`src/rtl/moller_stream_pkg.sv`:
```
// moller_stream_pkg: header field positions, parser states and header layout for ti_stream packets
package moller_stream_pkg;
    localparam int ID_MSB  = 63;
    localparam int ID_LSB  = 56;
    localparam int LEN_MSB = 15;
    localparam int LEN_LSB = 0;

    typedef enum logic [1:0] {HDR, PAY, DROP} parser_state_t;

    typedef struct packed {
        logic [7:0]  id;
        logic [39:0] rsvd;
        logic [15:0] len;
    } stream_hdr_t;
endpackage

```
`src/rtl/axis_skid_buffer.sv`:
```
// axis_skid_buffer: 2-entry stream buffer with registered ready, one-cycle latency, full throughput
// Ports: clk, rst (sync, active-high); in_data/in_valid/in_ready upstream; out_data/out_valid/out_ready downstream.
module axis_skid_buffer #(
    parameter int WIDTH = 65
) (
    input  logic             clk,
    input  logic             rst,
    input  logic [WIDTH-1:0] in_data,
    input  logic             in_valid,
    output logic             in_ready,
    output logic [WIDTH-1:0] out_data,
    output logic             out_valid,
    input  logic             out_ready
);
    logic [1:0]       count_q, count_d, n;
    logic [WIDTH-1:0] d0_q, d0_d, d1_q, d1_d;
    logic             push, pop;

    // ready comes straight from the occupancy register, never from out_ready
    assign in_ready  = ~count_q[1];
    assign out_valid = |count_q;
    assign out_data  = d0_q;
    assign push      = in_valid & in_ready;
    assign pop       = out_valid & out_ready;

    // d0 is always the head; a pop shifts d1 down, then a push fills the first free slot
    always_comb begin
        n       = count_q - {1'b0, pop};
        d0_d    = pop ? d1_q : d0_q;
        d1_d    = d1_q;
        d0_d    = (push && n == 2'd0) ? in_data : d0_d;
        d1_d    = (push && n == 2'd1) ? in_data : d1_d;
        count_d = n + {1'b0, push};
    end

    always_ff @(posedge clk) begin
        if (rst) begin
            count_q <= '0;
            d0_q    <= '0;
            d1_q    <= '0;
        end else begin
            count_q <= count_d;
            d0_q    <= d0_d;
            d1_q    <= d1_d;
        end
    end
endmodule

```
`src/rtl/axi_stream_len_parser.sv`:
```
// axi_stream_len_parser: strips the length/ID header from 64-bit packets and re-emits the payload with regenerated tlast
// Ports: clk, rst (sync, active-high); ena gates new headers; in_* / out_* AXI-Stream; out_len current packet length;
//        err_* one-cycle error pulses; pkt_count/err_count saturating statistics.
// Build option: define AXIS_LEN_PARSER_STATS_EN to implement pkt_count/err_count; otherwise both read 0.
module axi_stream_len_parser
    import moller_stream_pkg::*;
#(
    parameter logic [7:0]  ID          = 8'hF0,
    parameter int unsigned MAX_PKT_LEN = 64,
    parameter bit          CHECK_ID    = 1'b1
) (
    input  logic        clk,
    input  logic        rst,
    input  logic        ena,
    input  logic [63:0] in_tdata,
    input  logic        in_tvalid,
    input  logic        in_tlast,
    output logic        in_tready,
    output logic [63:0] out_tdata,
    output logic        out_tvalid,
    output logic        out_tlast,
    input  logic        out_tready,
    output logic [15:0] out_len,
    output logic        err_id,
    output logic        err_len_bad,
    output logic        err_short,
    output logic        err_long,
    output logic [31:0] pkt_count,
    output logic [15:0] err_count
);
    parser_state_t state_q, state_d;
    logic [15:0]   cnt_q, cnt_d, len_q, len_d, hdr_len;
    logic [7:0]    hdr_id;
    logic          err_id_q, err_id_d, err_len_bad_q, err_len_bad_d;
    logic          err_short_q, err_short_d, err_long_q, err_long_d;
    logic          skid_ready, in_hs, last_beat, push;
    logic [64:0]   skid_out;

    assign hdr_id    = in_tdata[ID_MSB:ID_LSB];
    assign hdr_len   = in_tdata[LEN_MSB:LEN_LSB];
    assign in_tready = state_q == HDR ? ena : state_q == PAY ? skid_ready : 1'b1;
    assign in_hs     = in_tvalid & in_tready;
    assign last_beat = cnt_q == len_q - 16'd1;

    always_comb begin
        state_d       = state_q;
        cnt_d         = cnt_q;
        len_d         = len_q;
        push          = 1'b0;
        err_id_d      = 1'b0;
        err_len_bad_d = 1'b0;
        err_short_d   = 1'b0;
        err_long_d    = 1'b0;
        case (state_q)
            HDR: if (in_hs) begin
                len_d = hdr_len;
                cnt_d = '0;
                // a rejected header that is itself the last beat has nothing left to drop
                if (CHECK_ID && hdr_id != ID) begin
                    err_id_d = 1'b1;
                    state_d  = in_tlast ? HDR : DROP;
                end else if (hdr_len == 16'd0 || hdr_len > 16'(MAX_PKT_LEN)) begin
                    err_len_bad_d = 1'b1;
                    state_d       = in_tlast ? HDR : DROP;
                end else if (in_tlast) begin
                    err_short_d = 1'b1;
                end else begin
                    state_d = PAY;
                end
            end
            PAY: if (in_hs) begin
                push  = 1'b1;
                cnt_d = cnt_q + 16'd1;
                if (last_beat) begin
                    err_long_d = ~in_tlast;
                    state_d    = in_tlast ? HDR : DROP;
                end else if (in_tlast) begin
                    err_short_d = 1'b1;
                    state_d     = HDR;
                end
            end
            default: if (in_hs && in_tlast) state_d = HDR;
        endcase
    end

    always_ff @(posedge clk) begin
        if (rst) begin
            state_q       <= HDR;
            cnt_q         <= '0;
            len_q         <= '0;
            err_id_q      <= 1'b0;
            err_len_bad_q <= 1'b0;
            err_short_q   <= 1'b0;
            err_long_q    <= 1'b0;
        end else begin
            state_q       <= state_d;
            cnt_q         <= cnt_d;
            len_q         <= len_d;
            err_id_q      <= err_id_d;
            err_len_bad_q <= err_len_bad_d;
            err_short_q   <= err_short_d;
            err_long_q    <= err_long_d;
        end
    end

    // tlast is forced on the declared last word so a long packet still closes cleanly downstream
    axis_skid_buffer #(.WIDTH(65)) u_skid (
        .clk       (clk),
        .rst       (rst),
        .in_data   ({in_tlast | last_beat, in_tdata}),
        .in_valid  (push),
        .in_ready  (skid_ready),
        .out_data  (skid_out),
        .out_valid (out_tvalid),
        .out_ready (out_tready)
    );

    assign out_tdata   = skid_out[63:0];
    assign out_tlast   = out_tvalid & skid_out[64];
    assign out_len     = len_q;
    assign err_id      = err_id_q;
    assign err_len_bad = err_len_bad_q;
    assign err_short   = err_short_q;
    assign err_long    = err_long_q;

`ifdef AXIS_LEN_PARSER_STATS_EN
    logic [31:0] pkt_count_q, pkt_count_d;
    logic [15:0] err_count_q, err_count_d;
    logic        good, err_any;

    assign good    = state_q == PAY && in_hs && in_tlast && last_beat;
    assign err_any = err_id_d | err_len_bad_d | err_short_d | err_long_d;

    always_comb begin
        pkt_count_d = (good && ~&pkt_count_q) ? pkt_count_q + 32'd1 : pkt_count_q;
        err_count_d = (err_any && ~&err_count_q) ? err_count_q + 16'd1 : err_count_q;
    end

    always_ff @(posedge clk) begin
        if (rst) begin
            pkt_count_q <= '0;
            err_count_q <= '0;
        end else begin
            pkt_count_q <= pkt_count_d;
            err_count_q <= err_count_d;
        end
    end

    assign pkt_count = pkt_count_q;
    assign err_count = err_count_q;
`else
    assign pkt_count = '0;
    assign err_count = '0;
`endif
endmodule
```
`config.mk`:
```
export PLATFORM = sky130hd
export DESIGN_NAME = axi_stream_len_parser
export DESIGN_NICKNAME = d
export VERILOG_FILES = /design/src/rtl/moller_stream_pkg.sv /design/src/rtl/axis_skid_buffer.sv /design/src/rtl/axi_stream_len_parser.sv
export SDC_FILE = /design/constraint.sdc
export NUM_CORES = 1
export LEC_CHECK = 0
export BUFFER_PORTS_ARGS = -buffer_cell sky130_fd_sc_hd__buf_4
export CAP_MARGIN = 20
export CORE_AREA = 2 2 139 155
export DETAILED_ROUTE_END_ITERATION = 8
export DIE_AREA = 0 0 141 157
export GPL_TIMING_DRIVEN = 0
export HOLD_SLACK_MARGIN = 0.06
export PLACE_DENSITY = 0.68
export SLEW_MARGIN = 20
export SYNTH_ARGS = -nofsm -noshare
export SYNTH_HDL_FRONTEND = slang
export SYNTH_SLANG_ARGS = --single-unit
```
`constraint.sdc`:
```
create_clock -name clk -period 3.25 [get_ports clk]
set_clock_uncertainty 0.05 [all_clocks]
set_input_delay 0.325 -clock clk [delete_from_list [all_inputs] [get_ports clk]]
set_output_delay 0.325 -clock clk [all_outputs]
set_load 0.02 [all_outputs]
```
==> results of run 1 <==
==> cell usage in the layout (no fill, tap or decap), types with 4 or more instances in the layout <==
| cell type | instances |
|---|---|
| xnor2_1 | 13 |
| a21oi_1 | 74 |
| xor2_1 | 15 |
| inv_1 | 10 |
| a31o_2 | 4 |
| nand4_1 | 7 |
| clkbuf_1 | 57 |
| inv_6 | 4 |
| conb_1 | 48 |
| or3_1 | 5 |
| or4_1 | 6 |
| clkbuf_16 | 17 |
| a22o_1 | 13 |
| ha_1 | 4 |
| nor3_1 | 7 |
| o21ai_0 | 11 |
| and2_1 | 5 |
| clkinvlp_4 | 4 |
| a311oi_1 | 65 |
| clkbuf_2 | 10 |
| nor2_1 | 91 |
| dfxtp_1 | 170 |
| and3_1 | 6 |
| buf_4 | 269 |
| nand2b_1 | 8 |
| nand2_1 | 276 |
| nand3_1 | 7 |
| a22oi_1 | 4 |
| nor4_1 | 10 |
==> kinds of logic after synthesis <==
logic type                 Yosys count  synth area share
adders and majority gates            4           0.00616
muxes                                1           0.00123
and+or+nand+nor                    444             0.232
other                                1          0.000462
buffers and inverters              195             0.143
xor gates and xnor gates            28            0.0302
DFF                                170             0.419
AOI/OAI and AO/OA                  193             0.167
==> flip-flops by register name, summed over array words and instances, names as in the netlist <==
name / count
err_id: 1
out_len: 16
err_short: 1
u_skid.count_q: 2
err_long: 1
u_skid.d1_q: 65
cnt_q: 16
u_skid.out_data: 65
err_len_bad: 1
state_q: 2
==> worst max-delay path: stages, from the launching register on <==
cell,delay (ns)
dfxtp_1,0.40
or2_2,0.39
nand2_1,0.18
clkinvlp_4,0.15
ha_1,0.33
inv_1,0.06
or4_1,0.49
clkbuf_1,0.14
clkbuf_2,0.24
clkbuf_2,0.27
a311oi_1,0.28
==> area by class of cell <==
type                            instances  area, um^2
Fill cell                            1967       10000
Inverter                               11        45.0
Clock inverter                         12         111
Sequential cell                       170        3400
Buffer                                183        1130
Clock buffer                           20         467
Multi-Input combinational cell        718        3740
Timing Repair Buffer                  157        1180
Tap cell                              256         320
==> worst max path at each step <==
stage	depth (start not counted)	slack, ns	endpoint
2_1_floorplan	8	0.41	state_q[1]$_SDFFE_PP0P_
3_3_place_gp	12	-0.18	u_skid.out_data[3]$_SDFFE_PP0P_
3_5_place_dp	12	-0.23	u_skid.out_data[19]$_SDFFE_PP0P_
4_1_cts	10	0.06	u_skid.out_data[38]$_SDFFE_PP0P_
5_1_grt	10	0.008	u_skid.out_data[25]$_SDFFE_PP0P_
6_report	10	0.16	u_skid.out_data[19]$_SDFFE_PP0P_
==> report_power, final <==
part	switching, mW	total (mW)	leakage [nW]	internal [mW]
clock network	0.868	1.99	0.280	1.12
logic	0.389	0.610	2.65	0.222
registers	0.0258	2.13	1.37	2.10
total	1.28	4.73	4.30	3.44
==> through the flow <==
stage / std cells / utilization / TNS, ns / power (mW)
floorplan: 1083 / - / 0 / 2.54
global placement: 1494 / 0.478 / -9.83 / 2.77
detailed placement: 1494 / 0.479 / -15.15 / 2.77
CTS: 1525 / 0.507 / 0 / 4.75
global route: 1527 / 0.509 / 0 / 4.91
finish: 1527 / 0.509 / 0 / 4.73
==> repair_timing <==
item	4_1_cts	5_1_grt
gates cloned	0	0
pin swaps	0	1
hold buffers	0	0
setup buffers	0	2
resized for setup	9	11
setup endpoints to repair	110	67
==> per-layer routing <==
layer / wire [um] / vias to the layer above / track usage
met5: 0 / - / 0
met4: 431 / 0 / 0.0762
met3: 1620 / 29 / 0.0441
met2: 11200 / 262 / 0.349
met1: 10100 / 3562 / 0.270
li1: - / 3821 / -
==> impl_metrics.env, run 1 <==
export IMPL_status="completed"
export IMPL_worst_slew_pin_slew_ns=0.794
export IMPL_cts_sinks=170
export IMPL_drtIter0Drc=419
export IMPL_critPathLaunch="u_skid.count_q[1]$_SDFF_PP0_"
export IMPL_relSlewSlack=0.466
export IMPL_drive_gt1_frac=0.259
export IMPL_placed_area_um2=9780
export IMPL_arrival_ns=3.37
export IMPL_reg2reg_depth=10
export IMPL_start_kind="flop"
export IMPL_port_buffers=155
export IMPL_route_detailed_drc=0
export IMPL_synth_largest_area_cell="dfxtp_1"
export IMPL_synthFlopType="dfxtp_1"
export IMPL_grt_pass1_vias=7100
export IMPL_finalHoldViolCount=0
export IMPL_worstHoldStart="in_tdata[32]"
export IMPL_seq_area_frac_synth=0.419
export IMPL_die_h_um=157
export IMPL_cts_htree_levels=4
export IMPL_worstHoldEndpoint="u_skid.d1_q[32]$_SDFFE_PP0P_"
export IMPL_ant_nets=0
export IMPL_numCtsBuffers=17
export IMPL_grt_max_degree=17
export IMPL_syn_inst=1036
export IMPL_min_path_type="in2reg"
export IMPL_grt_pass1_wl_um=36900
export IMPL_max_freq_mhz=324
export IMPL_placementRows=55
export IMPL_hold_slack_ns=0.0917
export IMPL_grt_ovfl_total=0
export IMPL_whs_path_depth=3
export IMPL_synth_edf_count=0
export IMPL_die_area_um2=22100
export IMPL_worst_slack_ns=0.163
export IMPL_num_antenna_cells=0
export IMPL_dpl_hpwl_um=17000
export IMPL_post_route_period_util=0.950
export IMPL_peakVddDrop_mv=0.362
export IMPL_finalWirelength_um=23300
export IMPL_yosys_register_bits=170
export IMPL_r2r_start="u_skid.count_q[1]$_SDFF_PP0_"
export IMPL_stdcell_area_um2=10400
export IMPL_vias=7674
export IMPL_grt_setup_unrepaired="false"
export IMPL_clockBufferDepth=2
export IMPL_syn_cell_area_um2=8120
export IMPL_slew_violations=0
export IMPL_path_class="reg2reg"
export IMPL_grt_usage=0.210
export IMPL_synth_most_common_cell="nand2_1"
export IMPL_postSynthAreaPerCell_um2=7.84
export IMPL_vias_per_cell=5.03
export IMPL_post_place_ws_ns=-0.229
export IMPL_fin_crit_ns=3.09
export IMPL_cp_required_ns=3.53
export IMPL_regToRegSetupSlack_ns=0.16
export IMPL_synth_top_area_frac=0.419
export IMPL_ys_async_sr_fraction=0
export IMPL_synth_area_leaders="dfxtp_1 (42%), nand2_1 (13%), buf_4 (10%)"
export IMPL_syn_to_final_growth_pct=28.1
export IMPL_clk_latency_ns=0.43
export IMPL_coreArea_um2=20400
export IMPL_dr_pass1_iters=5
export IMPL_total_leakage_power_nw=4.30
export IMPL_cellPowerDensity_nw_per_um2=455
export IMPL_cts_root_buf="clkbuf_16"
export IMPL_place_congestion=0.875
export IMPL_synth_warnings=0
export IMPL_synth_common_cells="nand2_1 (276), dfxtp_1 (170), buf_4 (112), nor2_1 (91), a21oi_1 (74)"
export IMPL_die_w_um=141
export IMPL_layout_nets=1332
export IMPL_grt_antenna_before_repair=0
export IMPL_io_pins=205
export IMPL_start_util=0.397
export IMPL_setup_viol=0
export IMPL_r2r_end="u_skid.out_data[19]$_SDFFE_PP0P_"
export IMPL_cts_tree="yes"
export IMPL_crit_path_end_kind="flop"
export IMPL_ys_types=52
export IMPL_path_clk_slew_ns=0.07
export IMPL_routedWlPerCell_um=15.3
export IMPL_crit_fanout=10
export IMPL_maxCapViolations=0
Power figures use the tool's default switching activity.
==> run 2, diff against run 1 <==
- CORE_AREA: 2 2 139 155 -> 2 2 120 134
- DIE_AREA: 0 0 141 157 -> 0 0 122 136
- PLACE_DENSITY: 0.68 -> 0.86
- clock period: 3.25 -> 3.5 ns (I/O delays scaled with it)
==> impl_metrics.env, run 2 (synthesis results as in run 1) <==
export IMPL_regToRegSetupSlack_ns=0.27
export IMPL_die_area_um2=16600
export IMPL_place_congestion=0.900
export IMPL_min_path_type="in2reg"
export IMPL_p_sw_frac=0.247
export IMPL_fin_crit_ns=3.23
export IMPL_worst_slew_pin_slew_ns=0.828
export IMPL_p_comb_frac=0.122
export IMPL_vias_per_cell=5.41
export IMPL_route_detailed_drc=0
export IMPL_cts_tree="yes"
export IMPL_whs_path_depth=3
export IMPL_numCtsBuffers=17
export IMPL_grt_ovfl_total=0
export IMPL_clockBufferDepth=2
export IMPL_placementRows=48
export IMPL_grt_setup_unrepaired="false"
export IMPL_dpl_hpwl_um=16200
export IMPL_status="completed"
export IMPL_port_buffers=155
export IMPL_cts_sinks=170
export IMPL_start_kind="flop"
export IMPL_grt_max_degree=17
export IMPL_maxCapViolations=0
export IMPL_cp_top_family="simple AND/OR/NAND/NOR gates"
export IMPL_grt_antenna_before_repair=0
export IMPL_coreArea_um2=15300
export IMPL_relSlewSlack=0.443
export IMPL_power_switching_mw=1.13
export IMPL_finalWirelength_um=22700
export IMPL_path_class="reg2reg"
export IMPL_cp_required_ns=3.82
export IMPL_cellPowerDensity_nw_per_um2=441
export IMPL_reg2reg_depth=9
export IMPL_finalHoldViolCount=0
export IMPL_start_util=0.530
export IMPL_seqPwrFrac=0.432
export IMPL_arrival_ns=3.55
export IMPL_cts_hold_buf=0
export IMPL_grt_pass1_wl_um=35900
export IMPL_grt_usage=0.273
export IMPL_grt_pass1_vias=7375
export IMPL_die_w_um=122
export IMPL_post_route_period_util=0.923
export IMPL_cts_setup_buffers=0
export IMPL_num_antenna_cells=0
export IMPL_drtIter0Drc=600
export IMPL_vias=7948
export IMPL_internal_power_mw=3.44
export IMPL_critPathBufInv=2
export IMPL_peakVddDrop_mv=0.290
export IMPL_timing_setup_tns_ns=0
export IMPL_ant_nets=0
export IMPL_r2r_start="out_len[0]$_SDFFE_PP0P_"
export IMPL_crit_path_end_kind="flop"
export IMPL_crit_fanout=8
export IMPL_cts_htree_levels=4
export IMPL_final_cell_mix="nand2_1 (276), buf_4 (267), dfxtp_1 (170)"
export IMPL_drive_gt1_frac=0.249
export IMPL_crit_path_max_incr_delay_ns=0.62
export IMPL_mostFrequentLayoutCell="nand2_1"
export IMPL_dr_pass1_iters=4
export IMPL_worstHoldEndpoint="out_len[1]$_SDFFE_PP0P_"
export IMPL_clk_latency_ns=0.43
export IMPL_post_cts_resized=0
export IMPL_syn_to_final_growth_pct=27.6
export IMPL_slew_violations=0
export IMPL_cp_cell_sequence="inv_1 -> ha_1 -> clkbuf_1 -> or4b_2 -> nor4_1 -> xnor2_1 -> nand4_1 -> nor4_4 -> and3_1"
export IMPL_clockPowerShare=0.447
export IMPL_stdcell_area_um2=10400
export IMPL_worstHoldStart="in_tdata[1]"
export IMPL_io_pins=205
export IMPL_die_h_um=136
export IMPL_placed_area_um2=9710
export IMPL_slowest_stage="or4b_2"
export IMPL_path_clk_slew_ns=0.06
export IMPL_cts_root_buf="clkbuf_16"
export IMPL_r2r_end="err_long$_SDFF_PP0_"
export IMPL_layout_nets=1330
export IMPL_routedWlPerCell_um=15.4
export IMPL_setup_viol=0
export IMPL_max_freq_mhz=310
export IMPL_total_leakage_power_nw=4.32
[run 2: changes by cell type in the layout (fill, tap and decap cells not counted), moves of 3 or more]
cell,delta
buf_2,-3
bufinv_16,+3
clkbuf_1,+9
clkinvlp_4,-3
inv_6,-4
[run 2: power by group through the flow]
stage / Combinational [mW] / Clock [mW] / Sequential, mW
floorplan: 0.338 / 0 / 2.02
global placement: 0.542 / 0 / 2.02
detailed placement: 0.547 / 0 / 2.02
CTS: 0.550 / 2.04 / 1.97
global route: 0.602 / 2.13 / 1.98
finish: 0.555 / 2.04 / 1.97
[run 2: worst register-to-register path, delay by kind of cell, from the launching register on]
kind                     cells  cell delay, ns
adder cells (fa/ha/maj)      1            0.14
AND/OR/NAND/NOR              5            1.96
buffers and inverters        2            0.45
XOR/XNOR                     1            0.18
flip-flops                   1            0.40
[run 2: final cells by class]
cell class	instances	area, um^2
plain buffers	183	1120
clock buffers	26	509
clock inverters	6	133
fillers	1252	4950
inverters	11	41.3
multi-input cells	718	3740
flip-flops and latches	170	3400
well taps	200	250
repair buffers	155	1160
[run 2: worst max-delay path by stage]
stage / from / endpoint / slack, ns / depth (start not counted)
after floorplan: out_len[3]$_SDFFE_PP0P_ / state_q[1]$_SDFFE_PP0P_ / 0.66 / 8
after global placement: u_skid.count_q[1]$_SDFF_PP0_ / u_skid.out_data[3]$_SDFFE_PP0P_ / 0.23 / 12
after detailed placement: u_skid.count_q[1]$_SDFF_PP0_ / u_skid.out_data[15]$_SDFFE_PP0P_ / 0.13 / 12
after CTS: u_skid.count_q[1]$_SDFF_PP0_ / u_skid.out_data[29]$_SDFFE_PP0P_ / 0.06 / 12
after global routing: u_skid.count_q[1]$_SDFF_PP0_ / u_skid.out_data[53]$_SDFFE_PP0P_ / 0.11 / 10
final: out_len[0]$_SDFFE_PP0P_ / err_long$_SDFF_PP0_ / 0.27 / 9
[run 2: layer usage]
metal,GRT usage,vias to the layer above,part of all wire,wire [um]
met3,0.0638,68,0.076,1720
met4,0.129,0,0.036,820
met1,0.329,3717,0.41,9180
met5,0,-,0,0
met2,0.458,344,0.48,10900
li1,-,3819,-,-
[run 2: through the flow]
stage	std cells	hold WS (ns)	util	setup slack (ns)	total power, mW
5_1_grt	1469	0.106	0.677	0.109	4.71
3_3_place_gp	1438	0.392	0.634	0.225	2.56
4_1_cts	1470	0.104	0.676	0.0627	4.57
3_5_place_dp	1438	0.397	0.634	0.135	2.56
2_1_floorplan	1083	0.387	-	0.658	2.36
6_report	1469	0.119	0.677	0.270	4.57
==> run 3, diff against run 2 <==
- BUFFER_PORTS_ARGS: -buffer_cell sky130_fd_sc_hd__buf_4 -> unset
- CORE_AREA: 2 2 120 134 -> 2 2 119 133
- DIE_AREA: 0 0 122 136 -> 0 0 121 135
- DONT_BUFFER_PORTS: unset -> 1
- PLACE_DENSITY: 0.86 -> 0.76
==> impl_metrics.env, run 3 (synthesis results as in run 1) <==
export IMPL_status="completed"
export IMPL_die_h_um=135
export IMPL_syn_to_final_growth_pct=20.3
export IMPL_finalWirelength_um=22800
export IMPL_io_pins=205
export IMPL_die_w_um=121
export IMPL_total_leakage_power_nw=3.75
export IMPL_post_route_period_util=0.955
export IMPL_die_area_um2=16300
export IMPL_grt_pass1_vias=7077
export IMPL_setup_viol=0
export IMPL_cts_htree_levels=4
export IMPL_cts_sinks=170
export IMPL_slew_violations=0
export IMPL_route_detailed_drc=0
export IMPL_crit_path_end_kind="flop"
export IMPL_grt_pass1_wl_um=35800
export IMPL_grt_usage=0.277
export IMPL_place_congestion=0.868
export IMPL_vias=7512
export IMPL_regToRegSetupSlack_ns=0.16
export IMPL_cellPowerDensity_nw_per_um2=439
export IMPL_routedWlPerCell_um=16.6
export IMPL_clk_latency_ns=0.43
export IMPL_reg2reg_depth=10
export IMPL_hold_slack_ns=0.0815
export IMPL_layout_nets=1241
export IMPL_min_path_type="in2reg"
export IMPL_crit_cells=10
export IMPL_dpl_hpwl_um=15400
export IMPL_crit_fanout=12
export IMPL_grt_antenna_before_repair=0
export IMPL_cts_tree="yes"
export IMPL_placementRows=47
export IMPL_mostFrequentLayoutCell="nand2_1"
export IMPL_grt_max_degree=17
export IMPL_r2r_start="u_skid.count_q[1]$_SDFF_PP0_"
export IMPL_worstHoldStart="in_tdata[60]"
export IMPL_numCtsBuffers=17
export IMPL_clockBufferDepth=2
export IMPL_fin_crit_ns=3.34
export IMPL_crit_path_max_incr_delay_ns=0.51
export IMPL_max_freq_mhz=299
export IMPL_peakVddDrop_mv=0.308
export IMPL_cp_cell_sequence="or2_2 -> nand2_1 -> inv_1 -> ha_1 -> inv_1 -> or4_1 -> clkbuf_1 -> clkbuf_2 -> clkbuf_2 -> a311oi_1"
export IMPL_port_buffers=0
export IMPL_critPathBufInv=5
export IMPL_vias_per_cell=5.46
export IMPL_cts_root_buf="clkbuf_16"
export IMPL_cp_top_family="simple AND/OR/NAND/NOR gates"
export IMPL_path_class="reg2reg"
export IMPL_dp_cells=1279
export IMPL_arrival_ns=3.60
export IMPL_maxCapViolations=0
export IMPL_finalHoldViolCount=0
export IMPL_layout_cells_non_filler=1376
export IMPL_relSlewSlack=0.491
export IMPL_final_cell_mix="nand2_1 (276), dfxtp_1 (170), buf_4 (112)"
export IMPL_slowest_stage="or4_1"
export IMPL_coreArea_um2=14900
export IMPL_num_antenna_cells=0
export IMPL_grt_setup_unrepaired="false"
export IMPL_cp_required_ns=3.76
export IMPL_ant_nets=0
export IMPL_drive_gt1_frac=0.138
export IMPL_path_clk_slew_ns=0.07
export IMPL_grt_ovfl_total=0
export IMPL_drtIter0Drc=608
export IMPL_start_util=0.546
export IMPL_worst_slew_pin_slew_ns=0.756
export IMPL_worstHoldEndpoint="u_skid.out_data[60]$_SDFFE_PP0P_"
export IMPL_whs_path_depth=2
export IMPL_dr_pass1_iters=5
export IMPL_timing_setup_tns_ns=0
export IMPL_r2r_end="u_skid.out_data[45]$_SDFFE_PP0P_"
export IMPL_start_kind="flop"
run 3: cell types whose count changed in the layout (fill, tap and decap cells not counted):
cell and change:
clkbuf_1 -2, clkinv_2 +2, bufinv_16 -4, clkinvlp_4 +3, dlygate4sd3_1 +66, inv_6 +2, buf_4 -155, clkbuf_2 -1
run 3: cell type report:
class / instances / area, um^2
fillers: 1241 / 5110
multi-input cells: 718 / 3740
flip-flops and latches: 170 / 3400
plain buffers: 183 / 1120
repair buffers: 66 / 661
clock buffers: 23 / 498
well taps: 196 / 245
clock inverters: 9 / 62.6
inverters: 11 / 41.3
run 3: layer usage:
| layer | global-route usage | vias to the layer above | wire length, um |
|---|---|---|---|
| li1 | - | 3637 | - |
| met1 | 0.346 | 3481 | 9300 |
| met2 | 0.461 | 339 | 11100 |
| met3 | 0.0684 | 55 | 1740 |
| met4 | 0.104 | 0 | 611 |
| met5 | 0 | - | 0 |
run 3: worst max-delay path by stage:
stage / startpoint / end / slack (ns)
after floorplan: out_len[3]$_SDFFE_PP0P_ / state_q[1]$_SDFFE_PP0P_ / 0.66
after global placement: u_skid.count_q[1]$_SDFF_PP0_ / u_skid.out_data[2]$_SDFFE_PP0P_ / 0.09
after detailed placement: u_skid.count_q[1]$_SDFF_PP0_ / u_skid.out_data[39]$_SDFFE_PP0P_ / 0.03
after CTS: u_skid.count_q[1]$_SDFF_PP0_ / u_skid.d1_q[22]$_SDFFE_PP0P_ / 0.06
after global routing: u_skid.count_q[1]$_SDFF_PP0_ / u_skid.out_data[16]$_SDFFE_PP0P_ / 0.06
final: u_skid.count_q[1]$_SDFF_PP0_ / u_skid.out_data[45]$_SDFFE_PP0P_ / 0.16
run 3: worst register-to-register path, cell delays in order, from the launching register on:
cell,delay (ns)
dfxtp_1,0.39
or2_2,0.42
nand2_1,0.15
inv_1,0.21
ha_1,0.38
inv_1,0.06
or4_1,0.51
clkbuf_1,0.14
clkbuf_2,0.25
clkbuf_2,0.28
a311oi_1,0.37
run 3: timing repair:
action / CTS / global route
endpoints found under the setup margin: 2 / 104
buffers inserted: 0 / 0
endpoints found under the hold margin: 142 / 1
resized for setup: 1 / 10
hold buffers: 65 / 1
run 3: stage by stage:
stage,util,worst slack [ns],total power [mW],instance area (um^2)
after floorplan,-,0.658,2.36,8300
after global placement,0.574,0.0931,2.45,8540
after detailed placement,0.574,0.0264,2.46,8550
after CTS,0.656,0.0633,4.29,9760
after global routing,0.657,0.0630,4.44,9770
final,0.657,0.157,4.29,9770
run 3: where the power goes:
group          internal, mW  switching, mW  total (mW)
Combinational         0.185          0.328       0.513
Sequential             1.95         0.0371        1.99
Clock                  1.00          0.786        1.79
